$ cat src/rtl/muldiv_pkg.sv
// Shared definitions for the M-extension multiply/divide unit: funct3 codes,
// FSM state encoding and operand-signedness helpers.
package muldiv_pkg;

  localparam logic [2:0] OP_MUL    = 3'b000;
  localparam logic [2:0] OP_MULH   = 3'b001;
  localparam logic [2:0] OP_MULHSU = 3'b010;
  localparam logic [2:0] OP_MULHU  = 3'b011;
  localparam logic [2:0] OP_DIV    = 3'b100;
  localparam logic [2:0] OP_DIVU   = 3'b101;
  localparam logic [2:0] OP_REM    = 3'b110;
  localparam logic [2:0] OP_REMU   = 3'b111;

  typedef enum logic [1:0] {
    ST_IDLE    = 2'd0,
    ST_MUL_RUN = 2'd1,
    ST_DIV_RUN = 2'd2,
    ST_DONE    = 2'd3
  } state_e;

  function automatic int cnt_width(input int xlen);
    return $clog2(xlen);
  endfunction

  function automatic logic rs1_signed(input logic [2:0] op);
    return (op == OP_MULH) || (op == OP_MULHSU) || (op == OP_DIV) || (op == OP_REM);
  endfunction

  function automatic logic rs2_signed(input logic [2:0] op);
    return (op == OP_MULH) || (op == OP_DIV) || (op == OP_REM);
  endfunction

endpackage

$ cat src/rtl/muldiv_unit_div_iter.sv
// Restoring divider datapath on unsigned magnitudes, one quotient bit per step.
// The load cycle already performs the first iteration, so after XLEN-1 steps the result is final.
module div_iter
  import muldiv_pkg::*;
#(
  parameter int XLEN = 32
) (
  input  logic            clk,
  input  logic            rst,
  input  logic            load,
  input  logic            step,
  input  logic [XLEN-1:0] divisor,
  input  logic [XLEN-1:0] dividend,
  output logic [XLEN-1:0] quotient,
  output logic [XLEN-1:0] remainder
);

  logic [XLEN-1:0] rem_q, rem_d;
  logic [XLEN-1:0] quo_q, quo_d;
  logic [XLEN-1:0] dvs_q, dvs_d;

  // Returns {next remainder, next quotient}; the quotient register doubles as the dividend shifter.
  function automatic logic [2*XLEN-1:0] restore_step(input logic [XLEN-1:0] rem,
                                                     input logic [XLEN-1:0] quo,
                                                     input logic [XLEN-1:0] dvs);
    logic [XLEN:0] shifted;
    logic [XLEN:0] diff;
    shifted = {rem, quo[XLEN-1]};
    diff    = shifted - {1'b0, dvs};
    if (diff[XLEN]) return {shifted[XLEN-1:0], quo[XLEN-2:0], 1'b0};
    return {diff[XLEN-1:0], quo[XLEN-2:0], 1'b1};
  endfunction

  always_comb begin
    rem_d = rem_q;
    quo_d = quo_q;
    dvs_d = dvs_q;
    if (load) begin
      {rem_d, quo_d} = restore_step('0, dividend, divisor);
      dvs_d          = divisor;
    end else if (step) begin
      {rem_d, quo_d} = restore_step(rem_q, quo_q, dvs_q);
    end
  end

  always_ff @(posedge clk) begin
    if (rst) begin
      rem_q <= '0;
      quo_q <= '0;
      dvs_q <= '0;
    end else begin
      rem_q <= rem_d;
      quo_q <= quo_d;
      dvs_q <= dvs_d;
    end
  end

  assign quotient  = quo_q;
  assign remainder = rem_q;

endmodule

$ cat src/rtl/muldiv_unit.sv
// RV32M/RV64M multiply/divide unit: FSM, sign handling, divide shortcuts and a
// single-cycle or shift-add multiplier selected by MUL_ITERATIVE.
module muldiv_unit
  import muldiv_pkg::*;
#(
  parameter int XLEN          = 32,
  parameter int MUL_ITERATIVE = 0
) (
  input  logic            CLK,
  input  logic            RST,
  input  logic            START,
  input  logic [2:0]      OP,
  input  logic [XLEN-1:0] DATA1,
  input  logic [XLEN-1:0] DATA2,
  input  logic            FLUSH,
  output logic            BUSY,
  output logic            DONE,
  output logic [XLEN-1:0] RESULT
);

  localparam int              CNT_W   = cnt_width(XLEN);
  localparam logic [XLEN-1:0] MIN_NEG = {1'b1, {(XLEN-1){1'b0}}};

  state_e            state_q, state_d;
  logic [CNT_W-1:0]  cnt_q, cnt_d;
  logic              busy_q, busy_d;
  logic              done_q, done_d;
  logic [XLEN-1:0]   result_q, result_d;
  logic              neg_q, neg_d;
  logic              hi_q, hi_d;
  logic              rem_sel_q, rem_sel_d;

  logic              idle_like, accept, last_iter;
  logic              a_neg, b_neg, div_zero, div_ovf, shortcut;
  logic [XLEN-1:0]   mag_a, mag_b, short_res;
  logic [XLEN-1:0]   quotient, remainder, div_mag, div_res;
  logic              mul_hi, mul_neg;
  logic [2*XLEN-1:0] mul_mag, mul_prod;
  logic [XLEN-1:0]   mul_res;

  assign idle_like = (state_q == ST_IDLE) || (state_q == ST_DONE);
  assign accept    = idle_like && START && !FLUSH;
  assign last_iter = (cnt_q == '0);

  // Both datapaths work on magnitudes; the sign is re-applied on the way out.
  assign a_neg = rs1_signed(OP) && DATA1[XLEN-1];
  assign b_neg = rs2_signed(OP) && DATA2[XLEN-1];
  assign mag_a = a_neg ? -DATA1 : DATA1;
  assign mag_b = b_neg ? -DATA2 : DATA2;

  assign div_zero  = (DATA2 == '0);
  assign div_ovf   = ((OP == OP_DIV) || (OP == OP_REM)) && (DATA1 == MIN_NEG) && (DATA2 == '1);
  assign shortcut  = OP[2] && (div_zero || div_ovf);
  assign short_res = div_zero ? (OP[1] ? DATA1 : '1) : (OP[1] ? '0 : MIN_NEG);

  div_iter #(
    .XLEN(XLEN)
  ) u_div_iter (
    .clk      (CLK),
    .rst      (RST),
    .load     (accept),
    .step     ((state_q == ST_DIV_RUN) && !last_iter),
    .divisor  (mag_b),
    .dividend (mag_a),
    .quotient (quotient),
    .remainder(remainder)
  );

  assign div_mag = rem_sel_q ? remainder : quotient;
  assign div_res = neg_q ? -div_mag : div_mag;

  generate
    if (MUL_ITERATIVE != 0) begin : g_mul_iter
      logic [2*XLEN-1:0] prod_q, prod_d, prod_nxt;
      logic [XLEN-1:0]   mcand_q, mcand_d;
      logic [XLEN:0]     upper_sum;

      // The final add/shift is taken combinationally in the last MUL_RUN cycle.
      always_comb begin
        upper_sum = {1'b0, prod_q[2*XLEN-1:XLEN]} + (prod_q[0] ? {1'b0, mcand_q} : '0);
        prod_nxt  = {upper_sum, prod_q[XLEN-1:1]};
        prod_d    = prod_q;
        mcand_d   = mcand_q;
        if (accept) begin
          prod_d  = {{XLEN{1'b0}}, mag_b};
          mcand_d = mag_a;
        end else if (state_q == ST_MUL_RUN) begin
          prod_d  = prod_nxt;
        end
      end

      always_ff @(posedge CLK) begin
        if (RST) begin
          prod_q  <= '0;
          mcand_q <= '0;
        end else begin
          prod_q  <= prod_d;
          mcand_q <= mcand_d;
        end
      end

      assign mul_mag = prod_nxt;
    end else begin : g_mul_fast
      assign mul_mag = {{XLEN{1'b0}}, mag_a} * {{XLEN{1'b0}}, mag_b};
    end
  endgenerate

  // In the accept cycle the select bits come straight from the request.
  assign mul_hi   = idle_like ? hi_d : hi_q;
  assign mul_neg  = idle_like ? neg_d : neg_q;
  assign mul_prod = mul_neg ? -mul_mag : mul_mag;
  assign mul_res  = mul_hi ? mul_prod[2*XLEN-1:XLEN] : mul_prod[XLEN-1:0];

  always_comb begin
    cnt_d     = cnt_q;
    neg_d     = neg_q;
    hi_d      = hi_q;
    rem_sel_d = rem_sel_q;
    if (accept) begin
      cnt_d     = CNT_W'(XLEN - 1);
      neg_d     = (OP[2] && OP[1]) ? a_neg : (a_neg ^ b_neg);
      hi_d      = (OP[1:0] != 2'b00);
      rem_sel_d = OP[1];
    end else if (((state_q == ST_MUL_RUN) || (state_q == ST_DIV_RUN)) && !last_iter) begin
      cnt_d     = cnt_q - 1'b1;
    end
  end

  always_ff @(posedge CLK) begin
    if (RST) begin
      state_q   <= ST_IDLE;
      cnt_q     <= '0;
      busy_q    <= 1'b0;
      done_q    <= 1'b0;
      result_q  <= '0;
      neg_q     <= 1'b0;
      hi_q      <= 1'b0;
      rem_sel_q <= 1'b0;
    end else begin
      state_q   <= state_d;
      cnt_q     <= cnt_d;
      busy_q    <= busy_d;
      done_q    <= done_d;
      result_q  <= result_d;
      neg_q     <= neg_d;
      hi_q      <= hi_d;
      rem_sel_q <= rem_sel_d;
    end
  end

  always_comb begin
    state_d = state_q;
    if (FLUSH) begin
      state_d = ST_IDLE;
    end else begin
      case (state_q)
        ST_IDLE, ST_DONE: begin
          if (!START)      state_d = ST_IDLE;
          else if (!OP[2]) state_d = (MUL_ITERATIVE != 0) ? ST_MUL_RUN : ST_DONE;
          else             state_d = shortcut ? ST_DONE : ST_DIV_RUN;
        end
        ST_MUL_RUN, ST_DIV_RUN: if (last_iter) state_d = ST_DONE;
        default: state_d = ST_IDLE;
      endcase
    end
  end

  always_comb begin
    busy_d   = (state_d == ST_MUL_RUN) || (state_d == ST_DIV_RUN);
    done_d   = (state_d == ST_DONE);
    result_d = result_q;
    if (state_d == ST_DONE) begin
      case (state_q)
        ST_MUL_RUN: result_d = mul_res;
        ST_DIV_RUN: result_d = div_res;
        default:    result_d = OP[2] ? short_res : mul_res;
      endcase
    end
  end

  assign BUSY   = busy_q;
  assign DONE   = done_q;
  assign RESULT = result_q;

endmodule

$ cat config.mk
export PLATFORM = sky130hd
export DESIGN_NAME = muldiv_unit
export DESIGN_NICKNAME = d
export VERILOG_FILES = /design/src/rtl/muldiv_pkg.sv /design/src/rtl/muldiv_unit_div_iter.sv /design/src/rtl/muldiv_unit.sv
export SDC_FILE = /design/constraint.sdc
export NUM_CORES = 2
export LEC_CHECK = 0
export BUFFER_PORTS_ARGS = -buffer_cell sky130_fd_sc_hd__buf_2
export CORE_UTILIZATION = 35
export CTS_CLUSTER_DIAMETER = 100
export DETAILED_ROUTE_END_ITERATION = 10
export HOLD_SLACK_MARGIN = 0.08
export PLACE_DENSITY = 0.54
export SLEW_MARGIN = 30
export SYNTH_ARGS = -nofsm -noshare
export SYNTH_HDL_FRONTEND = slang
export SYNTH_HIERARCHICAL = 1
export SYNTH_SLANG_ARGS = --single-unit
$ cat constraint.sdc
create_clock -name CLK -period 13.2 [get_ports CLK]
set_input_delay 2.64 -clock CLK [delete_from_list [all_inputs] [get_ports CLK]]
set_output_delay 2.64 -clock CLK [all_outputs]
set_load 0.02 [all_outputs]
* Yosys cells after proc, flatten, opt, wreduce, memory -nomap -nowiden
Index checks and enable logic that the tools add are counted.
Cells by class: $add $sub $neg 7, multipliers 1, equality and inequality tests 12, mux-type cells 37, bitwise gates (word level) 1, reductions and logical operators 30
Operator list (count):
- $mux 32 | 13
- $mux 64 | 5
- $neg 32->32 | 3
- $eq 32x32->1 const B | 2
- $mul 32x32->64 | 1
- $neg 64->64 | 1
- $pmux 32 s2 | 1
- $sub 1x32->33 | 1
- $sub 33x32->33 | 1
- $logic_not 32->1 | 1
- $mux 1 | 12
- $logic_and 1x1->1 | 10
- $logic_or 1x1->1 | 10
- $mux 5 | 2
- $eq 2x2->1 const B | 4
- $eq 3x3->1 const B | 2
- $mux 2 | 3
- $reduce_bool 2->1 | 3
- $logic_not 5->1 | 1
- $sub 5x1->5 const B | 1
- $eq 2x1->1 const B | 2
- $pmux 2 s2 | 1
- $reduce_or 2->1 | 2
- $eq 3x1->1 const B | 1
- other kinds (4) | 5
Storage, ports and cells: flip-flop bits (word level) 140, bits of input ports 71, output and inout bits 34, word-level logic and storage cells 99

* Longest topological paths before layout
depth in word-level cells 13, mapped depth 44, depth with buffers taken out 40

* Hierarchy
The synthesis kept the hierarchy.
Modules (own cells, without submodules):
- muldiv_unit | times used 1, cells an instance 5119, area an instance 41089.4 µm², seq. area each 880.8 µm²
- div_iter | times used 1, cells an instance 867, area an instance 6742.7 µm², seq. area each 1921.8 µm²

* Worst setup path before layout
OpenSTA, ideal clock, no wires.
path kind input-to-reg, from input DATA1[0], to register result_q[29], in the netlist RESULT[29], setup time 132 ps, arrival time 12959 ps, required time 13068 ps, path slack 109 ps, stages 42, path buffers 3, path through inv_1 > clkbuf_1 > ha_1 > nand2b_1 > nor2_1 > nand2_1 > or3_1 > nor3_1 > nand2_1 > nor4_1 > a21oi_1 > xnor2_1 > inv_1 > clkbuf_1 > nand2_1 > fa_1 > inv_1 > fa_1 > [6 not listed] > fa_1 > inv_1 > fa_1 > inv_1 > ha_1 > buf_2 > a21oi_1 > o21ai_1 > a21o_1 > or3_1 > or3_1 > and3_1 > or4b_4 > nor4_4 > nand3_2 > or4_1 > a31oi_1 > nor3_1
Between the ends: longest elaborated chain between the ends 11, elaborated cells on any way between the ends 19, those cells by class 2 x add/sub; 1 x mul; 2 x eq/ne; 10 x mux; 4 x reduce/logical
Ends and longest elaborated chain:
- from (decl) | RTL line muldiv_unit.sv:13 | input logic [XLEN-1:0] DATA1,
- branches (longest 11 deep; another with $mul 32x32->64)
- to (signal assigned) | RTL line muldiv_unit.sv:144 | result_q <= result_d;
- to (decl) | RTL line muldiv_unit.sv:28 | logic [XLEN-1:0] result_q, result_d;
Parallel ways; which one is timed is not known. A chain may end at the register's enable or synchronous reset.

* Worst setup path in the final report
from input DATA1[10], to register result_q[23], in the netlist RESULT[23]
Same word-level chain as after synthesis.

==> results.yml <==
run_status:
  status: "complete, no violations"
setup_path:
  crit_path_start_kind: "primary input"
  arrival_ns: 13.19
  cp.required_ns: 13.55
  r2r-start: "rem_sel_q"
  slowest_stage: "or4b_2"
  crit_top_cell: "fa_1"
  cpPeakStageDelay_ns: 0.59
  worstSetupPathType: "primary input to register"
  path_max_fanout: 9
  reg2reg_slack_ns: 7.90
  r2r_end: "RESULT[24]"
  critPathCaptureType: "register"
  reg2reg_depth: 14
logic_synthesis:
  avgSynthCellArea_um2: 7.99
  synth_compound_area_share_pct: 12.2
  synth-edff-count: 0
  syn_inst: 5986
  synth_common_cells: "1,012 x inv_1, 902 x nor2_1, 897 x fa_1"
  synth-seq-cells: 140
  ys_async_sr_fraction_pct: 0
  synthXorXnorAreaFrac_pct: 3.13
  synth.area.mux_share_pct: 2.44
  synth_cell_types: 112
  synth_area_leaders: "fa_1 38%, ha_1 8.0%, inv_1 7.9%, nor2_1 7.1%, dfxtp_1 5.9%"
  synth_top_family_by_area: "adder cells"
  syn-num-nets: 7261
  yosysMostFrequentCell: "inv_1"
  yosysSeqAreaShare_pct: 5.86
  yosysWarnings: 6
  synth_top_area_cell: "fa_1"
  yosys.area_share.adder_pct: 45.6
  synth.cell_area_um2: 47800
  synth.top_cell.area_share_pct: 37.5
  synthSimpleGateAreaFrac_pct: 19.9
  synthFlopType: "dfxtp_1"
drt:
  wl_per_cell_um: 25.9
  vias_per_cell: 5.56
  wl_mm: 213
  postRouteAntennaNets: 0
  drtIter0Drc: 4479
  num_vias: 45800
  drc: 0
  drt_first_pass_iters: 5
clock_network:
  cts_root_buf: "clkbuf_16"
  clock_sinks: 140
  insertion_delay_ns: 0.50
  clk_path_buf_depth: 2
  cts_buffers: 17
  clkTransAtPathRegs_ns: 0.07
  cts_tree: "yes"
  htree_levels: 4
final_layout:
  drive_above_1_share_pct: 15.2
  fin_nets: 7712
  stdcell_count: 8232
  fill_cells: 13800
  area_growth_pct: 17.2
sta:
  tightest_slew_ns: 1.00
  post-route-period-util_pct: 97.3
  fin_skew_ns: 0.0270
  setup_tns_ns: 0
  finalSetupViolCount: 0
  slew_violations: 0
  maxSlewHeadroom_pct: 32.9
  max_freq_ghz: 0.0779
  finalHoldViolCount: 0
  whs_ns: 0.491
  post-route-min-period_ns: 12.84
placed_design:
  dp_hpwl_mm: 179
  io_buffers: 104
  dp.cells: 8196
  gp_congestion: 1.04
job:
  maxCapViolations: 0
min_path:
  min-delay-start: "RESULT[25]"
  hp-class: "register to register"
  hold_depth: 2
  hold_end: "RESULT[25]"
die:
  core_area_um2: 135000
  io_pins: 105
  die-area_um2: 138000
  start_util_pct: 35.3
  die_x_um: 372
  die_h_um: 372
  fp-row-count: 135
global_route:
  grt_first_pass_wirelength_mm: 311
  grt_max_degree: 100
  grt_usage_pct: 31.1
  grt_pass1_vias: 45800
  antenna_found_initial: 5
  grt.overflow.total: 0
==> logic make-up (layout without fill, tap and decap cells) <==
| group | after synthesis | in the layout |
|---|---|---|
| adders and majority gates | 1204 | 1204 |
| buffers and inverters | 1364 | 1828 |
| muxes | 115 | 115 |
| AOI/OAI and AO/OA | 857 | 857 |
| DFF | 140 | 140 |
| and+or+nand+nor | 2135 | 2135 |
| xor gates and xnor gates | 171 | 171 |
| other | 0 | 1 |
==> worst max path at each step <==
stage / startpoint / endpoint / slack, ns / cells after the start
after floorplan: DATA1[0] / RESULT[29] / 0.11 / 42
after global placement: DATA1[10] / RESULT[29] / -0.62 / 37
after detailed placement: DATA1[10] / RESULT[9] / -0.56 / 42
after CTS: DATA1[10] / RESULT[9] / 0.09 / 42
after global routing: DATA1[10] / RESULT[31] / -0.004 / 42
final: DATA1[10] / RESULT[23] / 0.36 / 40
==> metal layers <==
metal	global-route usage, %	wire [µm]	up-vias
li1	-	-	20000
met1	41.5	87300	23200
met2	47.3	92900	2166
met3	5.90	19100	420
met4	17.0	14000	4
met5	0	22	-
==> state kept, by name, summed over array words and instances (netlist names) <==
name                  cells
u_div_iter/quotient      32
state_q                   2
hi_q                      1
rem_sel_q                 1
neg_q                     1
DONE                      1
RESULT                   32
u_div_iter/dvs_q         32
BUSY                      1
u_div_iter/remainder     32
cnt_q                     5
==> repair_timing <==
action	4_1_cts	5_1_grt
hold buffers	0	0
setup buffers	0	3
cloned	0	0
pin swaps	0	1
hold endpoints to repair	0	0
resized for setup	1	17
endpoints found under the setup margin	10	26
==> worst max-delay path, delay by kind of cell <==
family          cells  cell delay, ns
simple gates       11            2.68
buf+inv            12            1.88
compound gates      7            1.59
fa+ha+maj           8            4.02
xor+xnor            2            0.35
==> cell type report <==
| class | count | area [µm²] | area share, % |
|---|---|---|---|
| clock inverter | 14 | 126 | 0.225 |
| sequential | 140 | 2800 | 5.00 |
| multi-input combinational | 4482 | 40300 | 71.9 |
| timing repair buffer | 770 | 6270 | 11.2 |
| tap | 1781 | 2230 | 3.98 |
| antenna | 1 | 2.50 | 0.00447 |
| inverter | 1026 | 3860 | 6.88 |
| clock buffer | 18 | 439 | 0.784 |
==> metrics by stage <==
stage / setup slack (ns) / instance area [µm²] / util (%)
2_1_floorplan: 0.109 / 47800 / -
4_1_cts: 0.0938 / 56000 / 41.3
3_3_place_gp: -0.624 / 55400 / 40.9
5_1_grt: -0.00354 / 56000 / 41.4
6_report: 0.362 / 56000 / 41.4
3_5_place_dp: -0.564 / 55400 / 40.9
==> layout by cell type, fill, tap and decap left out, types with 18 or more instances in the layout <==
master / instances
o21ai_1: 24
xnor2_2: 31
a211oi_1: 36
nor3b_1: 22
mux2i_1: 101
xor2_1: 40
and3_1: 21
nand2_1: 665
a31oi_1: 35
a21oi_1: 221
o211ai_1: 39
or3_1: 33
a21o_1: 54
o31ai_1: 25
inv_1: 1009
buf_12: 60
nand4_1: 92
and2_1: 29
o21a_1: 30
nor2_1: 902
nor4_1: 47
dfxtp_1: 139
nand3_1: 76
buf_4: 607
nor2b_1: 34
o21ai_0: 156
buf_2: 103
xnor2_1: 80
ha_1: 306
fa_1: 897
xor2_2: 18
nor3_1: 88
nand2b_1: 22
Power is left out: the tool's default activity adds up to more than one toggle a clock period on the data nets, which glitch-free logic cannot reach.
